===== config.mk =====
export PLATFORM = sky130hd
export DESIGN_NAME = parity_stream
export DESIGN_NICKNAME = d
export VERILOG_FILES = /design/src/rtl/parity_pkg.sv /design/src/rtl/parity_reduce.sv /design/src/rtl/parity_stream.sv
export SDC_FILE = /design/constraint.sdc
export NUM_CORES = 1
export LEC_CHECK = 0
export BUFFER_PORTS_ARGS = -buffer_cell sky130_fd_sc_hd__buf_2
export CORE_MARGIN = 8
export CORE_UTILIZATION = 40
export DETAILED_ROUTE_END_ITERATION = 7
export HOLD_SLACK_MARGIN = 0.08
export PLACE_DENSITY_LB_ADDON = 0.3
export SYNTH_ARGS = -nofsm -noshare
export SYNTH_HDL_FRONTEND = slang
export SYNTH_SLANG_ARGS = --single-unit

===== constraint.sdc =====
create_clock -name clk -period 2.05 [get_ports clk]
set_input_delay 0.41 -clock clk [delete_from_list [all_inputs] [get_ports clk]]
set_output_delay 0.41 -clock clk [all_outputs]
set_load 0.02 [all_outputs]

===== src/rtl/parity_pkg.sv =====
// Shared constants and helpers for the parity streaming blocks.
//   PAR_EVEN / PAR_ODD : parity mode selectors for the ODD parameter
//   cnt_width()        : width of a counter that must hold 0..max_words
package parity_pkg;

    localparam int PAR_EVEN = 0;
    localparam int PAR_ODD  = 1;

    function automatic int cnt_width(input int max_words);
        return $clog2(max_words + 1);
    endfunction

endpackage


===== src/rtl/parity_reduce.sv =====
// Combinational XOR reduction of one data word to a single parity bit.
// Ports:
//   data_i [WIDTH-1:0] : word to reduce
//   par_o              : XOR of all bits of data_i (even parity of the word)
module parity_reduce #(
    parameter int WIDTH = 8
) (
    input  logic [WIDTH-1:0] data_i,
    output logic             par_o
);

    // Running XOR chain; the last tap is the reduction of the whole word.
    logic [WIDTH-1:0] chain;

    assign chain[0] = data_i[0];

    generate
        for (genvar gi = 1; gi < WIDTH; gi++) begin : g_chain
            assign chain[gi] = chain[gi-1] ^ data_i[gi];
        end
    endgenerate

    assign par_o = chain[WIDTH-1];

endmodule


===== src/rtl/parity_stream.sv =====
// Streaming parity generator for multi-word frames.
// Words arrive on a valid/ready channel; parity accumulates up to and
// including the word flagged in_last (or the MAX_WORDS-th word, which
// force-terminates the frame). One result per frame is presented on a
// valid/ready output channel.
//
// Optional checker: define PARITY_CHECK_EN to add in_par / out_err, which
// flag a mismatch between the computed parity and the received parity bit
// sampled with the final word.
//
// Ports:
//   clk, rst            : clock (rising edge), asynchronous active-high reset
//   in_valid/in_ready   : input handshake
//   in_data [WIDTH-1:0] : data word
//   in_last             : final word of frame
//   in_par              : received parity (PARITY_CHECK_EN only)
//   out_valid/out_ready : result handshake
//   out_par             : frame parity bit
//   out_words [CW-1:0]  : words in the frame, 1..MAX_WORDS
//   out_ovf             : frame force-terminated at MAX_WORDS
//   out_err             : out_par != in_par (PARITY_CHECK_EN only)
module parity_stream
    import parity_pkg::*;
#(
    parameter  int WIDTH     = 8,
    parameter  int ODD       = PAR_ODD,
    parameter  int MAX_WORDS = 16,
    localparam int CW        = cnt_width(MAX_WORDS)
) (
    input  logic             clk,
    input  logic             rst,
    input  logic             in_valid,
    output logic             in_ready,
    input  logic [WIDTH-1:0] in_data,
    input  logic             in_last,
`ifdef PARITY_CHECK_EN
    input  logic             in_par,
`endif
    output logic             out_valid,
    input  logic             out_ready,
    output logic             out_par,
    output logic [CW-1:0]    out_words,
    output logic             out_ovf
`ifdef PARITY_CHECK_EN
    ,
    output logic             out_err
`endif
);

    // The FSM state is the result-valid flag itself.
    localparam logic [0:0] ST_ACC  = 1'b0;
    localparam logic [0:0] ST_DONE = 1'b1;

    localparam logic [CW-1:0] LAST_CNT = CW'(MAX_WORDS - 1);

    logic          acc_q, acc_d;
    logic [CW-1:0] cnt_q, cnt_d;
    logic [0:0]    state_q, state_d;
    logic          par_q, par_d;
    logic [CW-1:0] words_q, words_d;
    logic          ovf_q, ovf_d;

    logic word_par;
    logic accept;
    logic at_limit;
    logic final_word;
    logic frame_x;
    logic frame_par;

    parity_reduce #(
        .WIDTH (WIDTH)
    ) u_reduce (
        .data_i (in_data),
        .par_o  (word_par)
    );

    // A held result blocks input so nothing can overwrite it.
    assign in_ready   = (state_q == ST_ACC) || out_ready;
    assign accept     = in_valid && in_ready;
    assign at_limit   = (cnt_q == LAST_CNT);
    assign final_word = in_last || at_limit;
    assign frame_x    = acc_q ^ word_par;
    assign frame_par  = (ODD != PAR_EVEN) ? ~frame_x : frame_x;

    always_comb begin
        acc_d   = acc_q;
        cnt_d   = cnt_q;
        state_d = state_q;
        par_d   = par_q;
        words_d = words_q;
        ovf_d   = ovf_q;

        case (state_q)
            ST_DONE: if (out_ready) state_d = ST_ACC;
            default: state_d = state_q;
        endcase

        if (accept) begin
            if (final_word) begin
                // New result loads even when the previous one is being
                // consumed this same cycle, keeping single-word frames at
                // full rate.
                state_d = ST_DONE;
                par_d   = frame_par;
                words_d = cnt_q + CW'(1);
                ovf_d   = !in_last && at_limit;
                acc_d   = 1'b0;
                cnt_d   = '0;
            end else begin
                acc_d = frame_x;
                cnt_d = cnt_q + CW'(1);
            end
        end
    end

    always_ff @(posedge clk or posedge rst) begin
        if (rst) begin
            acc_q   <= 1'b0;
            cnt_q   <= '0;
            state_q <= ST_ACC;
            par_q   <= 1'b0;
            words_q <= '0;
            ovf_q   <= 1'b0;
        end else begin
            acc_q   <= acc_d;
            cnt_q   <= cnt_d;
            state_q <= state_d;
            par_q   <= par_d;
            words_q <= words_d;
            ovf_q   <= ovf_d;
        end
    end

    assign out_valid = state_q[0];
    assign out_par   = par_q;
    assign out_words = words_q;
    assign out_ovf   = ovf_q;

`ifdef PARITY_CHECK_EN
    logic err_q, err_d;

    always_comb begin
        err_d = err_q;
        if (accept && final_word) err_d = frame_par ^ in_par;
    end

    always_ff @(posedge clk or posedge rst) begin
        if (rst) err_q <= 1'b0;
        else     err_q <= err_d;
    end

    assign out_err = err_q;
`endif

endmodule


==> flow_metrics.env <==
export IMPL_fin_setup_tns_ns=0
export IMPL_drtPass1Iterations=2
export IMPL_core_area_um2=1670
export IMPL_slowest_delay_ns=0.42
export IMPL_setup_viol=0
export IMPL_drc=0
export IMPL_via_per_inst=5.14
export IMPL_cp_common_cell="ha_1"
export IMPL_synthCells=67
export IMPL_grt_pass1_vias=569
export IMPL_worstSetupStartpointType="flop"
export IMPL_cap_violations=0
export IMPL_utilization_pct=51.1
export IMPL_crit_path_top_delay_cell="dfrtp_1"
export IMPL_drt_iter0_drc=4
export IMPL_finalWorstSetupSlack_ns=0.141
export IMPL_ys_seq_elements=14
export IMPL_max_freq_ghz=0.524
export IMPL_power_density_nw_per_um2=973
export IMPL_synth_seq_area_share_pct=51.4
export IMPL_p_leak_uw=0.000437
export IMPL_dieArea_um2=3280
export IMPL_ff_latch_area_um2=350
export IMPL_rows=15
export IMPL_overflow=0
export IMPL_cts_tree="built"
export IMPL_clkTransAtPathRegs_ns=0.09
export IMPL_crit_path_end_kind="flop"
export IMPL_dpl_instance_area_um2=815
export IMPL_tightest_slew_ns=0.533
export IMPL_final_nets=108
export IMPL_antenna_found_initial=0
export IMPL_hold_viol=0
export IMPL_grtUsageTotal_pct=9.25
export IMPL_die_w_um=57.3
export IMPL_cts_root_buf="clkbuf_4"
export IMPL_multi_input_area_um2=318
export IMPL_antenna_cells=0
export IMPL_ir_drop_mv=0.434
export IMPL_netlist_area_um2=682
export IMPL_mostFrequentLayoutCells="buf_2, dfrtp_1, nand2_1"
export IMPL_clk_latency_ns=0.28
export IMPL_rsz0062_at_grt="false"
export IMPL_wl_per_cell_um=12.6
export IMPL_vias=560
export IMPL_outcome="completed"
export IMPL_die_height_um=57.3
export IMPL_worstPathRequired_ns=2.22
export IMPL_initial_utilization_pct=40.8
export IMPL_top_level_ports=22
export IMPL_syn_num_nets=82
export IMPL_hp_class="in -> async"
export IMPL_drtAntennaViolNets=0
export IMPL_slew_limit_headroom_pct=64.4
export IMPL_ys_types=20
export IMPL_final_area_um2=853
export IMPL_grt_pass1_wl_um=2380
export IMPL_routed_wl_um=1370
export IMPL_final_common_cell="buf_2"
export IMPL_grt_max_degree=15
export IMPL_layout_min_cycle_time_ns=1.91
export IMPL_slew_violations=0
export IMPL_pre_cts_slack_ns=0.116
export IMPL_ys_warn_count=0
export IMPL_routabilityCongestion=0.821
export IMPL_ff2ff_setup_slack_ns=0.14
export IMPL_crit_path_max_fanout=5
export IMPL_cts_buffers=3
export IMPL_worstPathArrival_ns=2.08
export IMPL_cts_path_max_buffers=2
export IMPL_area_delta_synth_final_pct=25.1
export IMPL_period_share_pct=93.1
export IMPL_drive_gt1_share_pct=32.6
export IMPL_fill_cells=155
export IMPL_dp_hpwl_um=1090
export IMPL_syn_area_per_cell_um2=10.2
export IMPL_cts_sinks=14
export IMPL_path_cells="ha_1, and3_1, ha_1, nor2_2, nand3b_1, mux2_2"
export IMPL_skew_ns=0.00573
export IMPL_portBuffers=21
export IMPL_h_tree_depth=1
export IMPL_setup_worst_path_class="reg -> reg"
export IMPL_post_cts_setup_buffers=0
## cell usage after synthesis
| cell type | number | area [um2] |
|---|---|---|
| xor2_1 | 3 | 26.3 |
| xnor3_1 | 1 | 22.5 |
| nand3_1 | 6 | 30.0 |
| and3_1 | 1 | 6.26 |
| nor2_1 | 1 | 3.75 |
| o21ai_0 | 9 | 45.0 |
| inv_1 | 2 | 7.51 |
| nand2b_1 | 1 | 6.26 |
| or3_1 | 1 | 6.26 |
| dfrtp_1 | 14 | 350 |
| mux2_2 | 2 | 22.5 |
| ha_1 | 2 | 25.0 |
| nand2_1 | 11 | 41.3 |
| xnor2_1 | 5 | 43.8 |
| nor3_1 | 1 | 5.00 |
| nand3b_1 | 2 | 15.0 |
| clkbuf_1 | 1 | 3.75 |
| buf_2 | 1 | 5.00 |
| and2_0 | 1 | 6.26 |
| a21oi_1 | 2 | 10.0 |
## power breakdown
part	total [uW]	switching (uW)	internal, uW
registers	375	38.7	336
clock network	197	89.0	108
logic	258	138	120
## critical path: cells and delay by family, from the launching register on
kind,cells,cell delay (ns)
simple gates,3,0.56
fa+ha+maj,2,0.47
flops,1,0.42
mux,1,0.35
## routing by layer
metal  wire length (um)  track usage [%]  vias to the layer above
met5                  0                0                        -
met4                 25             5.71                        0
met3                 63             2.69                        4
met2                730             15.9                       12
met1                554             9.62                      265
li1                   -                -                      279
## what timing repair did
action | 4_1_cts | 5_1_grt
hold buffers | 0 | 0
setup endpoints to repair | 0 | 2
gates resized for setup | 0 | 1
endpoints found under the hold margin | 0 | 0
## registers in the layout (all words and copies together), names as in the netlist
register / cells
out_ovf: 1
out_par: 1
acc_q: 1
out_words: 5
out_valid: 1
cnt_q: 5
## kinds of logic after synthesis
kind of cell,share of synthesized area (%)
muxes,3.30
AOI/OAI and AO/OA,8.07
and+or+nand+nor,17.6
adders and majority gates,3.67
buffers and inverters,2.38
xor gates and xnor gates,13.6
DFF,51.4
## worst paths after layout
check                                  start           end  cells after the start
worst max register to register      cnt_q[0]       out_par                      6
max in group asynchronous                rst      cnt_q[4]                      2
worst min register to register  out_words[0]  out_words[0]                      2
worst min-delay path                     rst         acc_q                      2
min in group clk                     in_last       out_ovf                      2
worst max-delay path                cnt_q[0]       out_par                      6
## stage by stage
stage / total power (uW) / cells / hold slack (ns)
6_report: 830 / 109 / 0.152
5_1_grt: 887 / 109 / 0.194
4_1_cts: 838 / 109 / 0.169
3_5_place_dp: 644 / 105 / 0.466
3_3_place_gp: 642 / 105 / 0.461
2_1_floorplan: 560 / 67 / 0.299
## cell type report
| type | count | area share [%] |
|---|---|---|
| clock buffers | 4 | 4.25 |
| inverters | 2 | 0.880 |
| multi-input cells | 49 | 37.2 |
| flip-flops and latches | 14 | 41.1 |
| well taps | 17 | 2.49 |
| repair buffers | 23 | 14.1 |
(Power assumes the default switching activity.)
